[config.mk]
export PLATFORM = sky130hd
export DESIGN_NAME = uart_rx_deser_param
export DESIGN_NICKNAME = d
export VERILOG_FILES = /design/src/rtl/uart_pkg.sv /design/src/rtl/uart_rx_deser_param.sv
export SDC_FILE = /design/constraint.sdc
export NUM_CORES = 1
export LEC_CHECK = 0
export ABC_AREA = 1
export CAP_MARGIN = 0
export CORE_ASPECT_RATIO = 0.7
export CORE_MARGIN = 3
export CORE_UTILIZATION = 55
export DETAILED_ROUTE_END_ITERATION = 16
export GPL_TIMING_DRIVEN = 0
export PLACE_DENSITY = 0.9
export SETUP_SLACK_MARGIN = 0.4
export SLEW_MARGIN = 20
export SYNTH_ARGS = -nofsm -noshare
export SYNTH_HDL_FRONTEND = slang
export SYNTH_SLANG_ARGS = --single-unit
[constraint.sdc]
create_clock -name clk -period 3.9 [get_ports clk]
set_input_delay 0.78 -clock clk [delete_from_list [all_inputs] [get_ports clk]]
set_output_delay 0.78 -clock clk [all_outputs]
set_load 0.02 [all_outputs]
[src/rtl/uart_pkg.sv]
// Constants shared by the UART RX datapath: legal word lengths and bit-order encoding.
package uart_pkg;
  localparam int UART_MIN_DATA_LEN = 5;
  localparam int UART_MAX_DATA_LEN = 9;
  localparam int BIT_ORDER_LSB     = 0;
  localparam int BIT_ORDER_MSB     = 1;
endpackage

[src/rtl/uart_rx_deser_param.sv]
// Serial-to-parallel deserialiser for UART RX: assembles a runtime-length word,
// LSB- or MSB-first, and presents it on a registered P_DATA with a done strobe.
module uart_rx_deser_param
  import uart_pkg::*;
#(
  parameter int DATA_WIDTH = 8,
  parameter int MSB_FIRST  = BIT_ORDER_LSB
) (
  input  logic                  clk,
  input  logic                  rst,
  input  logic                  sampled_bit,
  input  logic                  deser_en,
  input  logic                  deser_clr,
  input  logic [3:0]            data_len,
  output logic [DATA_WIDTH-1:0] P_DATA,
  output logic                  data_done,
  output logic                  busy,
  output logic [3:0]            bit_cnt
);

  if (DATA_WIDTH < UART_MIN_DATA_LEN || DATA_WIDTH > UART_MAX_DATA_LEN) begin : g_bad_width
    $error("uart_rx_deser_param: DATA_WIDTH out of range");
  end

  logic [DATA_WIDTH-1:0] shift_q;
  logic [DATA_WIDTH-1:0] word_next;
  logic [3:0]            len_q;
  logic [3:0]            len_in;
  logic [3:0]            len_cur;
  logic [3:0]            idx;
  logic                  last_bit;

  always_comb begin
    len_in = data_len;
    if (data_len < 4'(UART_MIN_DATA_LEN) || data_len > 4'(DATA_WIDTH))
      len_in = 4'(DATA_WIDTH);
    // The first bit of a word uses the live length; later bits use the latched one.
    len_cur  = (bit_cnt == 4'd0) ? len_in : len_q;
    idx      = (MSB_FIRST == BIT_ORDER_MSB) ? (len_cur - 4'd1 - bit_cnt) : bit_cnt;
    last_bit = (bit_cnt == len_cur - 4'd1);
  end

  // Current word with the incoming bit merged in and bits above len forced low.
  for (genvar gi = 0; gi < DATA_WIDTH; gi++) begin : g_bit
    assign word_next[gi] = (4'(gi) >= len_cur) ? 1'b0 :
                           (4'(gi) == idx)     ? sampled_bit : shift_q[gi];
  end

  always_ff @(posedge clk or negedge rst) begin
    if (!rst) begin
      shift_q   <= '0;
      bit_cnt   <= 4'd0;
      len_q     <= 4'd0;
      P_DATA    <= '0;
      data_done <= 1'b0;
    end else begin
      data_done <= 1'b0;
      if (deser_clr) begin
        bit_cnt <= 4'd0;
        shift_q <= '0;
      end else if (deser_en) begin
        if (bit_cnt == 4'd0)
          len_q <= len_in;
        if (last_bit) begin
          P_DATA    <= word_next;
          data_done <= 1'b1;
          bit_cnt   <= 4'd0;
          shift_q   <= '0;
        end else begin
          shift_q <= word_next;
          bit_cnt <= bit_cnt + 4'd1;
        end
      end
    end
  end

  assign busy = (bit_cnt != 4'd0);

endmodule

==> flow_metrics.tcl, run 1 <==
set metrics [dict create \
    status "finished, final reports clean" \
    cts-htree-levels 1 \
    p_switching_w 0.000283 \
    swShare_pct 38.9 \
    slew_viol_final 0 \
    min_period_ns 2.78 \
    synth_top_area_share_pct 36.6 \
    avgRoutedWirePerCell_um 12.8 \
    tightest_slew_ns 0.548 \
    syn-num-nets 242 \
    setup_viol 0 \
    track_usage_pct 21.8 \
    worstSetupEndpoint "busy" \
    synth_area_leaders "dfrtp_1 37%, nand2_1 15%, ha_1 6.6%" \
    rsz0062_at_grt "no" \
    cp.buffers_inverters 2 \
    drv_cap 0 \
    cts_root_buf "clkbuf_8" \
    finalCritPeriodShare_pct 71.3 \
    vias_per_cell 5.21 \
    power.share.sequential_pct 40.3 \
    combPwrFrac_pct 37.7 \
    die-area_um2 3820 \
    p_per_area_nw_per_um2 360 \
    synth_seq_area_share_pct 36.6 \
    dieWidth_um 72.6 \
    place.gp.congestion 0.900 \
    syn_inst 224 \
    cp.depth 4 \
    drive_above_1_share_pct 13.6 \
    timing.fmax_ghz 0.359 \
    ctsResizeCount 0 \
    regToRegStartpoint "bit_cnt[0]$_DFFE_PN0P_" \
    postCtsHoldBufs 0 \
    drtIter0Drc 114 \
    slew_headroom_pct 63.5 \
    cts.path.max_buffers 2 \
    synth_area_per_cell_um2 7.62 \
    cp-startpoint "bit_cnt[0]$_DFFE_PN0P_" \
    vias 1490 \
    grt_max_degree 26 \
    cp_data_required_time_ns 3.12 \
    synthToLayoutAreaGrowth_pct 18.1 \
    syn_area_um2 1710 \
    critPathMaxStageDelay_ns 0.63 \
    crit_type "flop to output port" \
    cts_buffers 3 \
    grt-ovfl-total 0 \
    cp_top_family "buffers and inverters" \
    worstSetupEndpointType "output port" \
    rows 16 \
    nets 269 \
    antenna_found_initial 0 \
    r2r.worst_path.cells 13 \
    drc 0 \
    worstReg2RegEnd "shift_q[4]$_DFFE_PN0P_" \
    synth-warning-count 0 \
    crit_chain "inv_1 > ha_1 > nand2_4 > clkdlybuf4s50_1" \
    dp_hpwl_mm 2.85 \
    ios 23 \
    skew_ns 0.00556 \
    synth_cell_types 26 \
    cts_tree "built" \
    io_buffers 22 \
    hold_path_class "input port to async pin" \
    routed_wl_mm 3.65 \
    clock-sinks 25 \
    startpoint_type "flop" \
    die_h_um 52.6 \
    worstSkewPairLatency_ns 0.28 \
    dpl.cell_count 282 \
    worstPathMaxFanout 10 \
    fin_tns_setup_ns 0 \
    path_clk_slew_ns 0.09 \
    antenna_cells 0 \
    grt_pass1_vias 1360 \
    power_frac_clock_pct 22.0 \
    finalHoldViolCount 0 \
    peakVddDrop_uv 287 \
    p_int_w 0.000443 \
    grt_pass1_wl_mm 6.32 \
    drtPass1Iterations 4 \
    final_cells 286 \
    synth-seq-cells 25 \
    arrival_ns 2.00 \
    antenna_left 0 \
    start_util_pct 59.2 \
    critPathSlowestCell "clkdlybuf4s50_1" \
    core_area_um2 2880 \
    r2r_slack_ns 1.16 \
    leakage_nw 1.08 \
    synth_top_cell_by_area "dfrtp_1" \
    cts_setup_buffers 0 \
]
## cells in the final DEF, fill, tap and decap left out
cell type / n
nand4_1: 8
clkbuf_1: 2
clkinvlp_4: 1
nand2_1: 70
nor2_1: 9
buf_6: 1
nand2_4: 5
inv_2: 2
nor2_8: 1
inv_1: 28
buf_8: 1
o21ai_1: 1
nor2_4: 2
nor3_1: 1
dfrtp_1: 25
o21ai_0: 18
nand3_4: 1
nand3_1: 17
a21boi_0: 1
a21oi_1: 2
clkdlybuf4s50_1: 21
nand3b_1: 1
o21a_1: 1
ha_1: 9
nand3_2: 7
clkbuf_8: 3
buf_2: 2
nand2_2: 8
xor2_1: 2
## worst min-delay path by stage
stage	endpoint	start	slack [ns]	cells past startpoint
finish	bit_cnt[2]$_DFFE_PN0P_	rst	0.48	1
global route	P_DATA[5]$_DFFE_PN0P_	P_DATA[5]$_DFFE_PN0P_	0.50	2
CTS	P_DATA[5]$_DFFE_PN0P_	P_DATA[5]$_DFFE_PN0P_	0.48	2
detailed placement	P_DATA[5]$_DFFE_PN0P_	P_DATA[5]$_DFFE_PN0P_	0.46	2
global placement	P_DATA[3]$_DFFE_PN0P_	P_DATA[3]$_DFFE_PN0P_	0.46	2
floorplan	shift_q[0]$_DFFE_PN0P_	shift_q[0]$_DFFE_PN0P_	0.45	2
## Yosys cell counts
library cell,instances
a21boi_0,1
a21oi_1,2
buf_2,1
buf_6,1
buf_8,1
clkbuf_1,2
dfrtp_1,25
ha_1,9
inv_1,28
inv_2,2
nand2_1,70
nand2_2,8
nand2_4,5
nand3_1,17
nand3_2,7
nand3_4,1
nand3b_1,1
nand4_1,8
nor2_1,9
nor2_4,2
nor2_8,1
nor3_1,1
o21a_1,1
o21ai_0,18
o21ai_1,1
xor2_1,2
## logic make-up after synthesis
kind of cell	share of synthesized area [%]
and+or+nand+nor	39.9
buffers and inverters	8.86
adders and majority gates	6.59
AOI/OAI and AO/OA	7.03
DFF	36.6
xor gates and xnor gates	1.03
## cell type report
type                            instances  area (um^2)
Buffer                                  5         38.8
Clock buffer                            3         41.3
Clock inverter                          1         7.51
Fill cell                             243          866
Inverter                               30          113
Multi-Input combinational cell        164          931
Sequential cell                        25          626
Tap cell                               36         45.0
Timing Repair Buffer                   22          215
## flip-flops by register name (all words and copies together) (netlist names)
| register | count |
|---|---|
| shift_q | 8 |
| bit_cnt | 4 |
| P_DATA | 8 |
| data_done | 1 |
| len_q | 4 |
## per-stage QoR
stage                     hold slack, ns  utilization (%)  worst slack (ns)  area [um^2]  power [W]
final                              0.476             70.0              1.12         2020   0.000726
after global routing               0.498             70.0             0.981         2020   0.000771
after CTS                          0.483             70.0              1.11         2020   0.000729
after detailed placement           0.460             68.3             0.876         1970   0.000570
after global placement             0.455             68.4             0.938         1970   0.000562
after floorplan                    0.449                -              1.39         1710   0.000492
## per-layer routing
metal	GRT usage, %	wire (um)
met5	0	0
met4	3.68	12
met3	5.56	307
met1	31.2	1800
met2	33.4	1530
## power by group through the flow
stage	Combinational (W)	Sequential (W)	Clock, W
final	0.000274	0.000292	0.000160
after global routing	0.000304	0.000295	0.000172
after CTS	0.000273	0.000292	0.000163
after detailed placement	0.000272	0.000297	0
after global placement	0.000266	0.000296	0
after floorplan	0.000187	0.000305	0
(Power assumes the default switching activity.)
==> run 2: changes to the inputs <==
clock period = 2.8 ns   (was 3.9 ns; I/O delays follow)
==> run 2 against run 1 <==
Against the previous run:
- sequential share of layout area down 3.4 points
- hold slack worse by 0.23 ns
- utilization rose by 8.9 points
- clock skew is 0.0025 ns higher
- final area rose by 13%
- sequential power up 39%
- global-route usage grew 2.0 points
- die area did not move
- critical path depth grew 10
- non-clock buffer count rose by 21
==> flow_metrics.tcl, run 2 (synthesized netlist as in run 1, its figures left out) <==
set metrics [dict create \
    status "finished, final reports clean" \
    slew_viol_final 0 \
    place_area_um2 1980 \
    cts.path.max_buffers 2 \
    p_per_area_nw_per_um2 507 \
    grt_pass1_vias 1453 \
    finalCritPeriodShare_pct 86.6 \
    track_usage_pct 23.8 \
    die_h_um 52.6 \
    io_buffers 22 \
    drc 0 \
    drtPass1Iterations 7 \
    worstSetupEndpointType "flop" \
    top_regs "P_DATA: 8 flops, shift_q: 8 flops" \
    cts_root_buf "clkbuf_8" \
    antenna_cells 0 \
    finalHoldViolCount 0 \
    avgRoutedWirePerCell_um 16.0 \
    tightest_slew_ns 0.552 \
    postCtsHoldBufs 0 \
    dp_hpwl_mm 2.84 \
    synthToLayoutAreaGrowth_pct 33.1 \
    rows 16 \
    pre_cts_ws_ns 0.00517 \
    min_period_ns 2.43 \
    routed_wl_mm 4.91 \
    path_clk_slew_ns 0.10 \
    vias_per_cell 5.57 \
    final_common_cell "nand2_1" \
    slew_headroom_pct 63.2 \
    dieWidth_um 72.6 \
    rsz0062_at_grt "no" \
    final_cells 307 \
    worst_slack_ns 0.374 \
    cts-htree-levels 1 \
    hold_path_class "input port to async pin" \
    place.gp.congestion 0.908 \
    die-area_um2 3820 \
    cts_buffers 3 \
    grt-ovfl-total 0 \
    clock-sinks 25 \
    leakage_nw 1.21 \
    worstPathMaxFanout 10 \
    crit_type "input port to flop" \
    dpl.cell_count 282 \
    nets 290 \
    vias 1710 \
    worstSkewPairLatency_ns 0.28 \
    timing.fmax_ghz 0.412 \
    cp_data_required_time_ns 2.97 \
    ios 23 \
    core_area_um2 2880 \
    post-route-cell-area_um2 2270 \
    drv_cap 0 \
    drtIter0Drc 205 \
    antenna_left 0 \
    fin_tns_setup_ns 0 \
    drive_above_1_share_pct 24.7 \
    mostFrequentLayoutCells "70 x nand2_1, 26 x inv_1, 23 x dfrtp_1, 20 x clkdlybuf4s50_1, 19 x buf_4" \
    skew_ns 0.00806 \
    arrival_ns 2.60 \
    start_util_pct 59.2 \
    cts_tree "built" \
    grt_pass1_wl_mm 6.97 \
    grt_max_degree 26 \
    startpoint_type "input port" \
    setup_viol 0 \
    antenna_found_initial 0 \
    peakVddDrop_uv 398 \
]
==> run 2: per-stage QoR <==
stage	hold WS [ns]	util (%)	power (W)
final	0.247	78.9	0.00115
after global routing	0.285	78.9	0.00121
after CTS	0.282	72.3	0.00105
after global placement	0.454	68.7	0.000786
after detailed placement	0.460	68.5	0.000796
after floorplan	0.264	-	0.000688
==> run 2: final timing paths <==
path                       slack [ns]              startpoint  cells after the start                     end
max                              0.37             data_len[3]                     14  shift_q[5]$_DFFE_PN0P_
min                              0.25                     rst                      1  bit_cnt[2]$_DFFE_PN0P_
max reg2reg                      0.38  bit_cnt[2]$_DFFE_PN0P_                     15  shift_q[5]$_DFFE_PN0P_
min reg2reg                      0.48   P_DATA[7]$_DFFE_PN0P_                      2   P_DATA[7]$_DFFE_PN0P_
max in group asynchronous        2.14                     rst                      1  bit_cnt[0]$_DFFE_PN0P_
min in group clk                 0.48   P_DATA[7]$_DFFE_PN0P_                      2   P_DATA[7]$_DFFE_PN0P_
==> run 2: cell type report <==
cell class,count,area [um^2]
multi-input combinational,164,1010
timing repair buffer,43,392
clock buffer,3,41.3
buffer,5,38.8
inverter,30,115
sequential,25,628
clock inverter,1,7.51
tap,36,45.0
fill,184,609
==> run 2: worst max-delay path, cell delays in order <==
cell and delay [ns]:
clkdlybuf4s50_1 0.49, inv_2 0.06, nand3_2 0.09, nor2_4 0.05, nor2_4 0.19, ha_4 0.20, xor2_2 0.16, nand3b_1 0.15
nand2_2 0.11, nor2_8 0.17, nand2_4 0.07, buf_8 0.15, nand3_1 0.08, nand2_1 0.07
==> run 2: what timing repair did <==
item,4_1_cts,5_1_grt
buffers inserted,6,15
setup endpoints to repair,22,19
gates resized for setup,3,13
pin swaps,5,11
==> run 2: metal layers <==
| layer | share of wire [%] | routed length (um) | track usage, % | up-vias |
|---|---|---|---|---|
| met3 | 9.5 | 466 | 4.98 | 21 |
| met1 | 40 | 1980 | 34.2 | 769 |
| met2 | 47 | 2300 | 37.4 | 115 |
| li1 | - | - | - | 805 |
| met5 | 0 | 0 | 0 | - |
| met4 | 3.4 | 167 | 3.68 | 0 |
==> run 2: power breakdown <==
part	switching, W	internal, W	leakage (nW)
registers	0.0000169	0.000388	0.339
logic	0.000309	0.000209	0.851
clock network	0.000128	0.000101	0.0217
